[config.mk]
export PLATFORM = sky130hd
export DESIGN_NAME = muldiv_unit_flat
export DESIGN_NICKNAME = d
export VERILOG_FILES = /design/src/rtl/muldiv_pkg.sv /design/src/rtl/muldiv_if.sv /design/src/rtl/div_step.sv /design/src/rtl/muldiv_unit.sv /design/src/flat_wrapper.sv
export SDC_FILE = /design/constraint.sdc
export NUM_CORES = 2
export LEC_CHECK = 0
export BUFFER_PORTS_ARGS = -buffer_cell sky130_fd_sc_hd__buf_2
export CAP_MARGIN = 10
export CORE_ASPECT_RATIO = 1.5
export CORE_UTILIZATION = 40
export CTS_BUF_LIST = sky130_fd_sc_hd__clkbuf_4
export DETAILED_ROUTE_END_ITERATION = 8
export SETUP_SLACK_MARGIN = 0.5
export SLEW_MARGIN = 40
export SYNTH_ARGS = -nofsm -noshare
export SYNTH_HDL_FRONTEND = slang
export SYNTH_SLANG_ARGS = --single-unit
[constraint.sdc]
create_clock -name clk -period 12.8 [get_ports clk]
set_input_delay 2.56 -clock clk [delete_from_list [all_inputs] [get_ports clk]]
set_output_delay 2.56 -clock clk [all_outputs]
set_load 0.01 [all_outputs]
[src/rtl/muldiv_pkg.sv]
// Shared op codes, FSM encoding and decode helper for the EXE-stage mult/div unit.
package muldiv_pkg;

  localparam logic [2:0] OP_MULT  = 3'b000;
  localparam logic [2:0] OP_MULTU = 3'b001;
  localparam logic [2:0] OP_DIV   = 3'b010;
  localparam logic [2:0] OP_DIVU  = 3'b011;
  localparam logic [2:0] OP_MADD  = 3'b100;
  localparam logic [2:0] OP_MADDU = 3'b101;
  localparam logic [2:0] OP_MSUB  = 3'b110;
  localparam logic [2:0] OP_MSUBU = 3'b111;

  localparam logic [2:0] S_IDLE = 3'd0;
  localparam logic [2:0] S_MUL  = 3'd1;
  localparam logic [2:0] S_DIV  = 3'd2;
  localparam logic [2:0] S_FIX  = 3'd3;
  localparam logic [2:0] S_DONE = 3'd4;

  function automatic logic is_div(input logic [2:0] op);
    return op[2:1] == 2'b01;
  endfunction

endpackage

[src/rtl/muldiv_if.sv]
// Start/busy/done request bus between the EXE stage and the mult/div unit.
interface muldiv_if #(
  parameter int WIDTH = 32,
  parameter int OPW   = 3
);
  logic             start;
  logic [OPW-1:0]   op;
  logic [WIDTH-1:0] src1;
  logic [WIDTH-1:0] src2;
  logic [WIDTH-1:0] acc_hi;
  logic [WIDTH-1:0] acc_lo;
  logic             cancel;
  logic             busy;
  logic             done;
  logic [WIDTH-1:0] hi;
  logic [WIDTH-1:0] lo;
  logic             div0;

  modport master (
    output start, op, src1, src2,
    output acc_hi, acc_lo, cancel,
    input  busy, done, hi, lo, div0
  );

  modport slave (
    input  start, op, src1, src2,
    input  acc_hi, acc_lo, cancel,
    output busy, done, hi, lo, div0
  );
endinterface

[src/rtl/div_step.sv]
// One radix-2 restoring division iteration on a magnitude dividend/divisor.
module div_step #(
  parameter int WIDTH = 32
) (
  input  logic [WIDTH-1:0] rem,
  input  logic [WIDTH-1:0] quo,
  input  logic [WIDTH-1:0] dvs,
  output logic [WIDTH-1:0] rem_n,
  output logic [WIDTH-1:0] quo_n
);
  logic [WIDTH:0] r2;
  logic [WIDTH:0] diff;
  logic           ok;

  assign r2    = {rem, quo[WIDTH-1]};
  assign diff  = r2 - {1'b0, dvs};
  assign ok    = ~diff[WIDTH];
  assign rem_n = ok ? diff[WIDTH-1:0] : r2[WIDTH-1:0];
  assign quo_n = {quo[WIDTH-2:0], ok};
endmodule

[src/rtl/muldiv_unit.sv]
// Iterative multiply/divide engine for EXE; HI/LO out to MEM.
// MULDIV_MADD_EN enables the MADD/MSUB accumulate ops.
module muldiv_unit
  import muldiv_pkg::*;
#(
  parameter int WIDTH   = 32,
  parameter int MUL_LAT = 2,
  parameter int OPW     = 3
) (
  input logic  clk,
  input logic  reset,
  muldiv_if.slave m
);
  localparam int CW = $clog2(WIDTH);

  logic [2:0]       state;
  logic [CW-1:0]    cnt;
  logic             sgn_q;
  logic [WIDTH-1:0] a_q, b_q;
  logic [WIDTH-1:0] rem, quo, dvs;
  logic [WIDTH-1:0] rem_n, quo_n;
  logic             qneg_q, rneg_q, dz_q;
  logic [WIDTH-1:0] hi_q, lo_q;
  logic             div0_q;

  logic             accept, sgn_in, an, bn;
  logic [WIDTH-1:0] amag, bmag;
  logic [2*WIDTH-1:0] sa, sb, prod, res;
  logic [WIDTH-1:0] qf, rf;

  assign accept = m.start & ~m.cancel &
                  (state == S_IDLE | state == S_DONE);
  assign sgn_in = ~m.op[0];
  assign an     = sgn_in & m.src1[WIDTH-1];
  assign bn     = sgn_in & m.src2[WIDTH-1];
  assign amag   = an ? -m.src1 : m.src1;
  assign bmag   = bn ? -m.src2 : m.src2;

  // Sign-extend to 2W so the low 2W product bits match a signed multiply.
  assign sa   = {{WIDTH{sgn_q & a_q[WIDTH-1]}}, a_q};
  assign sb   = {{WIDTH{sgn_q & b_q[WIDTH-1]}}, b_q};
  assign prod = sa * sb;

`ifdef MULDIV_MADD_EN
  logic               acc_en_q, sub_q;
  logic [2*WIDTH-1:0] acc_q;
  assign res = !acc_en_q ? prod :
               sub_q ? acc_q - prod : acc_q + prod;
`else
  logic unused_acc;
  assign unused_acc = ^{m.acc_hi, m.acc_lo};
  assign res = prod;
`endif

  assign qf = qneg_q ? -quo : quo;
  assign rf = rneg_q ? -rem : rem;

  div_step #(.WIDTH(WIDTH)) u_step (
    .rem   (rem),
    .quo   (quo),
    .dvs   (dvs),
    .rem_n (rem_n),
    .quo_n (quo_n)
  );

  always_ff @(posedge clk or posedge reset) begin
    if (reset) begin
      state  <= S_IDLE;
      cnt    <= '0;
      sgn_q  <= 1'b0;
      a_q    <= '0;
      b_q    <= '0;
      rem    <= '0;
      quo    <= '0;
      dvs    <= '0;
      qneg_q <= 1'b0;
      rneg_q <= 1'b0;
      dz_q   <= 1'b0;
      hi_q   <= '0;
      lo_q   <= '0;
      div0_q <= 1'b0;
`ifdef MULDIV_MADD_EN
      acc_en_q <= 1'b0;
      sub_q    <= 1'b0;
      acc_q    <= '0;
`endif
    end else if (m.cancel) begin
      state <= S_IDLE;
    end else if (accept) begin
      sgn_q  <= sgn_in;
      a_q    <= m.src1;
      b_q    <= m.src2;
      div0_q <= 1'b0;
`ifdef MULDIV_MADD_EN
      acc_en_q <= m.op[2];
      sub_q    <= m.op[1];
      acc_q    <= {m.acc_hi, m.acc_lo};
`endif
      if (is_div(m.op[2:0])) begin
        state  <= S_DIV;
        cnt    <= CW'(WIDTH - 1);
        rem    <= '0;
        quo    <= amag;
        dvs    <= bmag;
        qneg_q <= an ^ bn;
        rneg_q <= an;
        dz_q   <= (m.src2 == '0);
      end else begin
        state <= S_MUL;
        cnt   <= CW'(MUL_LAT - 1);
      end
    end else begin
      unique case (1'b1)
        state == S_MUL: begin
          if (cnt == '0) begin
            {hi_q, lo_q} <= res;
            state        <= S_DONE;
          end else begin
            cnt <= cnt - 1'b1;
          end
        end
        state == S_DIV: begin
          rem <= rem_n;
          quo <= quo_n;
          if (cnt == '0) state <= S_FIX;
          else           cnt   <= cnt - 1'b1;
        end
        state == S_FIX: begin
          lo_q   <= dz_q ? '1 : qf;
          hi_q   <= dz_q ? a_q : rf;
          div0_q <= dz_q;
          state  <= S_DONE;
        end
        default: state <= S_IDLE;
      endcase
    end
  end

  assign m.busy = (state == S_MUL) | (state == S_DIV) | (state == S_FIX);
  assign m.done = (state == S_DONE);
  assign m.hi   = hi_q;
  assign m.lo   = lo_q;
  assign m.div0 = div0_q;
endmodule

[src/flat_wrapper.sv]
// flat-port wrapper written by rule: the top's interface ports become plain ports
module muldiv_unit_flat import muldiv_pkg::*;
#(
  parameter int WIDTH   = 32,
  parameter int MUL_LAT = 2,
  parameter int OPW     = 3
)
  (clk, reset, m_start, m_op, m_src1, m_src2, m_acc_hi, m_acc_lo, m_cancel, m_busy, m_done, m_hi, m_lo, m_div0);
  muldiv_if #(.WIDTH(WIDTH), .OPW(OPW)) m_i ();
  input logic clk;
  input logic reset;
  input wire logic [$bits(m_i.start)-1:0] m_start;
  input wire logic [$bits(m_i.op)-1:0] m_op;
  input wire logic [$bits(m_i.src1)-1:0] m_src1;
  input wire logic [$bits(m_i.src2)-1:0] m_src2;
  input wire logic [$bits(m_i.acc_hi)-1:0] m_acc_hi;
  input wire logic [$bits(m_i.acc_lo)-1:0] m_acc_lo;
  input wire logic [$bits(m_i.cancel)-1:0] m_cancel;
  output wire logic [$bits(m_i.busy)-1:0] m_busy;
  output wire logic [$bits(m_i.done)-1:0] m_done;
  output wire logic [$bits(m_i.hi)-1:0] m_hi;
  output wire logic [$bits(m_i.lo)-1:0] m_lo;
  output wire logic [$bits(m_i.div0)-1:0] m_div0;
  assign m_i.start = m_start;
  assign m_i.op = m_op;
  assign m_i.src1 = m_src1;
  assign m_i.src2 = m_src2;
  assign m_i.acc_hi = m_acc_hi;
  assign m_i.acc_lo = m_acc_lo;
  assign m_i.cancel = m_cancel;
  assign m_busy = m_i.busy;
  assign m_done = m_i.done;
  assign m_hi = m_i.hi;
  assign m_lo = m_i.lo;
  assign m_div0 = m_i.div0;
  muldiv_unit #(.WIDTH(WIDTH), .MUL_LAT(MUL_LAT), .OPW(OPW)) u_core (.clk(clk), .reset(reset), .m(m_i));
endmodule
## After elaboration in Yosys (flattened, before gate mapping)

Index checks and enable logic that the tools add are counted.

| storage, ports and cells | value |
|---|---|
| register bits | 237 |
| latch bits | 0 |
| RAM bits | 0 |
| memory bits (read-only) | 0 |
| input bits | 135 |
| output and inout bits | 67 |
| word-level logic and storage cells | 89 |
| memories kept | 0 |

| cells by class | value |
|---|---|
| $add $sub $neg | 6 |
| multiply operators | 1 |
| divide/modulo/power cells | 0 |
| $lt $le $gt $ge | 0 |
| eq/ne operators | 10 |
| shift-type cells | 0 |
| muxes and demuxes | 29 |
| bitwise operators | 14 |
| reduce and logical (&&, ||, !) cells | 15 |

Operator list:

| kind | count |
|---|---|
| $mux W32 | 15 |
| $neg A32 Y32 | 4 |
| $pmux W32 S2 | 2 |
| $mul A33 B33 Y64 | 1 |
| $sub A33 B32 Y33 | 1 |
| $logic_not A32 Y1 | 1 |
| $mux W5 | 4 |
| $mux W3 | 4 |
| $pmux W3 S3 | 1 |
| $reduce_and A3 Y1 | 3 |
| $reduce_bool A2 Y1 | 4 |
| $and A1 B1 Y1 | 6 |
| $eq A3 B2 Y1 const B | 2 |
| $reduce_and A2 Y1 | 3 |
| $logic_not A5 Y1 | 1 |
| $sub A5 B1 Y5 const B | 1 |
| $ne A2 B2 Y1 const B | 2 |
| $ne A4 B2 Y1 const B | 1 |
| $ne A4 B3 Y1 const B | 1 |
| $not A1 Y1 | 4 |
| $reduce_and A4 Y1 | 1 |
| $eq A3 B1 Y1 const B | 1 |
| $eq A3 B3 Y1 const B | 1 |
| $logic_not A3 Y1 | 1 |
| 7 further kinds | 10 |

## Depth between registers and ports, before layout

| logic depth | value |
|---|---|
| depth after elaboration | 5 |
| gate-level depth with buffers | 32 |

## Hierarchy

Synthesis repeated with hierarchy kept, for this count alone.

| second synthesis, totals | value |
|---|---|
| cell total of the unflattened synthesis | 6044 |
| area total of the unflattened synthesis | 52850.7 µm² |

By module, submodules not included:

| module | instances | cells each | area each (µm²) |
|---|---|---|---|
| muldiv_unit | 1 | 5704 | 50299.5 |
| div_step | 1 | 340 | 2551.2 |

## Worst setup path after synthesis

Ideal clock, no wire load.

| timing path | value |
|---|---|
| path type | flip-flop to flip-flop |
| start point | register u_core.a_q[31] |
| end point | register u_core.hi_q[29], in the netlist u_core.m.hi[29] |
| data arrival time | 7.877 ns |
| slack | 4.797 ns |
| cell stages (with the launch flop) | 32 |
| path buffers | 3 |
| period minus slack after synthesis | 8.003 ns |
| path through | dfrtp_1 -> clkbuf_1 -> and2_1 -> clkbuf_1 -> nand2_1 -> inv_1 -> fa_1 -> inv_1 -> fa_1 -> inv_1 -> fa_1 -> fa_1 -> inv_1 -> fa_1 -> inv_1 -> fa_1 -> inv_1 -> fa_1 -> fa_1 -> inv_1 -> ha_1 -> and3_1 -> clkbuf_1 -> a41o_1 -> a21oi_1 -> o21ai_0 -> a31oi_1 -> nand2_1 -> a21boi_0 -> o21ai_0 -> xnor2_1 -> o21ai_1 |

| between the ends | value |
|---|---|
| longest elaborated chain between the ends | 4 |

Ends and longest elaborated chain:

| element | RTL line | source |
|---|---|---|
| from (decl) | muldiv_unit.sv:19 | `logic [WIDTH-1:0] a_q, b_q;` |
| from (signal assigned) | muldiv_unit.sv:91 | `a_q <= m.src1;` |
| $and A1 B1 Y1 | muldiv_unit.sv:40 | `assign sa = {{WIDTH{sgn_q & a_q[WIDTH-1]}}, a_q};` |
| $mul A33 B33 Y64 (*) | muldiv_unit.sv:42 | `assign prod = sa * sb;` |
| $mux W32 (*) | muldiv_unit.sv:115 | `if (cnt == '0) begin` |
| $pmux W32 S2 (*) | muldiv_unit.sv:113 | `unique case (1'b1)` |
| to (signal assigned) | muldiv_unit.sv:116 | `{hi_q, lo_q} <= res;` |
| to (signal assigned) | muldiv_unit.sv:130 | `hi_q <= dz_q ? a_q : rf;` |
| to (decl) | muldiv_unit.sv:23 | `logic [WIDTH-1:0] hi_q, lo_q;` |

Every way passes the cells marked *; elsewhere a longest branch is shown, timed or not. The select of a mux whose other input is x is not followed.
A chain may end at the register's enable or synchronous reset.

## Final worst setup path

| timing path | value |
|---|---|
| start point | register u_core.a_q[31] |
| end point | register u_core.hi_q[25], in the netlist u_core.m.hi[25] |

The elaborated chain is that of the path after synthesis.

==> results.cfg <==
[place]
place_ws_ns = 3.08
port_buffers = 137
dp_hpwl_um = 122000
place_congestion = 0.948

[die]
fp.dieW_um = 297
start_util = 0.402
dieHeight_um = 444
rows = 162
dieArea_mm2 = 0.132
pin_count = 202
coreArea_mm2 = 0.130

[synthesis]
yosys.area.top_type = fa_1
yosys_warnings = 0
synth_area_per_cell_um2 = 8.84
synth_cell_types = 80
yosys-top-cells-area = fa_1 (43%), dfrtp_1 (11%), inv_1 (8.4%)
synthCells = 5905
yosysSeqAreaShare = 0.114
ys_ff_latch = 237
yosys.area.top_type_share = 0.432
synth_edf_count = 0
synth_area_mm2 = 0.0522
synthFlopType = dfrtp_1
synth_nets = 7416
synthArstFlopShare = 1.00

[run]
drv_cap = 0

[route]
antenna_left = 0
num_vias = 39800
wl_per_cell_um = 19.8
first_iter_violations = 1968
drcViolationCount = 0
finalWirelength_um = 150000
first_pass_iters = 6
via_per_inst = 5.23

[sta]
maxSlewViolCount = 0
relSlewSlack = 0.451
min_period_ns = 9.79
rsz0062_at_grt = false
hold_viol = 0
tns_ns = 0
skew_ns = 0.0829
finalWorstSetupSlack_ns = 3.01
setup_violations = 0
period_share = 0.765
fmax_mhz = 102
worst_pin_slew_ns = 0.824

[worst_hold_path]
min_path_cells = 2
worstHoldStart = u_core.b_q[28]
hold_class = reg -> reg
holdPathEnd = u_core.b_q[28]

[clocking]
cts_sinks = 237
hold_buffers = 0
cts_setup_buffers = 0
cts_root_buf = clkbuf_4
cts_tree = yes
cts_buffer_depth = 3
cts_buffers = 57
clk_pin_slew_ns = 0.08
cts_resized = 0
insertion_delay_ns = 0.80
htreeDepth = 2

[finish]
fillers = 13000
final_cell_mix = inv_1 (1165), fa_1 (1125), nand2_1 (1090)
syn2layout_area_growth_pct = 5.61
final_common_cell = inv_1
nNetsFinal = 7343
layout-drive-gt1-share = 0.0618

[critical_path]
crit_buf_inv = 6
reg2reg_slack_ns = 3.01
crit_family = adder cells
slowest_delay_ns = 0.67
cp.arrival_ns = 10.40
cp_common_cell = fa_1
startpoint = u_core.a_q[31]
worst-setup-path-type = reg -> reg
worst-path-max-fanout = 53
cp-start-kind = flip-flop
r2r_end = u_core.m.hi[25]
worst_ep_required_time_ns = 13.42
crit_slowest_cell = and2_1
rr_worst_depth = 27
rr_startpoint = u_core.a_q[31]
crit_path_end_kind = flip-flop

[global_route]
grt_pass1_wl_um = 241000
grt_max_degree = 106
antenna_found_initial = 4
grt_usage = 0.234
grt_pass1_vias = 43000
overflow = 0

[status]
outcome = completed
==> metrics by stage <==
step / util / instance area (µm²) / instances / hold slack, ns
after floorplan: - / 52200 / 5905 / 0.450
after global placement: 0.419 / 54400 / 7495 / 0.460
after detailed placement: 0.419 / 54400 / 7495 / 0.464
after CTS: 0.425 / 55100 / 7592 / 0.481
after global routing: 0.425 / 55100 / 7593 / 0.500
final: 0.425 / 55100 / 7595 / 0.477
==> sequential cells by signal (all words and copies together) (netlist names), 3 cells and up <==
name	flops
u_core.a_q	32
u_core.b_q	32
u_core.cnt	5
u_core.dvs	32
u_core.m.hi	32
u_core.m.lo	32
u_core.quo	32
u_core.rem	32
u_core.state	3
==> cells by family after synthesis <==
kind of cell             count (synthesis)  share of synthesized area
buffers and inverters                 1516                      0.109
adder cells (fa/ha/maj)               1376                      0.492
multiplexers                            27                    0.00520
AND/OR/NAND/NOR                       1852                      0.162
AO/OA/AOI/OAI                          677                     0.0811
XOR/XNOR                               220                     0.0369
flip-flops                             237                      0.114
==> Yosys cell counts (all sizes together) (8+ instances only) <==
| library cell | instances |
|---|---|
| or3 | 15 |
| o41ai | 16 |
| a21oi | 151 |
| a31oi | 24 |
| o22ai | 37 |
| o21ai | 222 |
| o31ai | 41 |
| a21o | 54 |
| buf | 15 |
| mux2i | 26 |
| nor2 | 180 |
| ha | 250 |
| a221oi | 22 |
| o21a | 15 |
| nand2b | 19 |
| or2 | 13 |
| dfrtp | 237 |
| nand2 | 1091 |
| a211oi | 10 |
| o221ai | 10 |
| fa | 1126 |
| and3 | 33 |
| xnor2 | 135 |
| inv | 1166 |
| nor3 | 30 |
| or4 | 20 |
| o21bai | 8 |
| clkbuf | 335 |
| a22oi | 9 |
| nor2b | 8 |
| and2 | 365 |
| nor4 | 10 |
| xor2 | 85 |
| o211ai | 17 |
| nand3 | 37 |
==> area by class of cell <==
cell class	count	area, µm²	share of cell area
flip-flops and latches	237	5950	0.108
multi-input cells	4152	40600	0.737
repair buffers	218	1310	0.0237
clock buffers	79	593	0.0108
diodes	3	7.51	0.000136
inverters	1166	4390	0.0796
well taps	1722	2150	0.0391
clock inverters	18	101	0.00184
==> worst max-delay path by stage <==
stage                                  to  slack [ns]  cells after the start
after floorplan             u_core.a_q[0]        3.74                      1
after global placement    u_core.m.hi[25]        3.12                     27
after detailed placement  u_core.m.hi[25]        3.08                     27
after CTS                 u_core.m.hi[25]        3.04                     27
after global routing      u_core.m.hi[25]        2.55                     27
final                     u_core.m.hi[25]        3.01                     27
==> worst min-delay path: stages, from the launching register on <==
cell and delay (ns):
dfrtp_1 0.34, nand2_1 0.05, nand2_1 0.06
==> metal layers <==
metal | track usage | wire, µm | up-vias
li1 | - | - | 17700
met3 | 0.0204 | 6090 | 330
met5 | 0 | 13 | -
met1 | 0.262 | 54600 | 20700
met4 | 0.0976 | 6870 | 2
met2 | 0.449 | 82600 | 1040
Power is not shown: default switching activity piles up to over one toggle a cycle in this logic, so the estimate is an artifact.
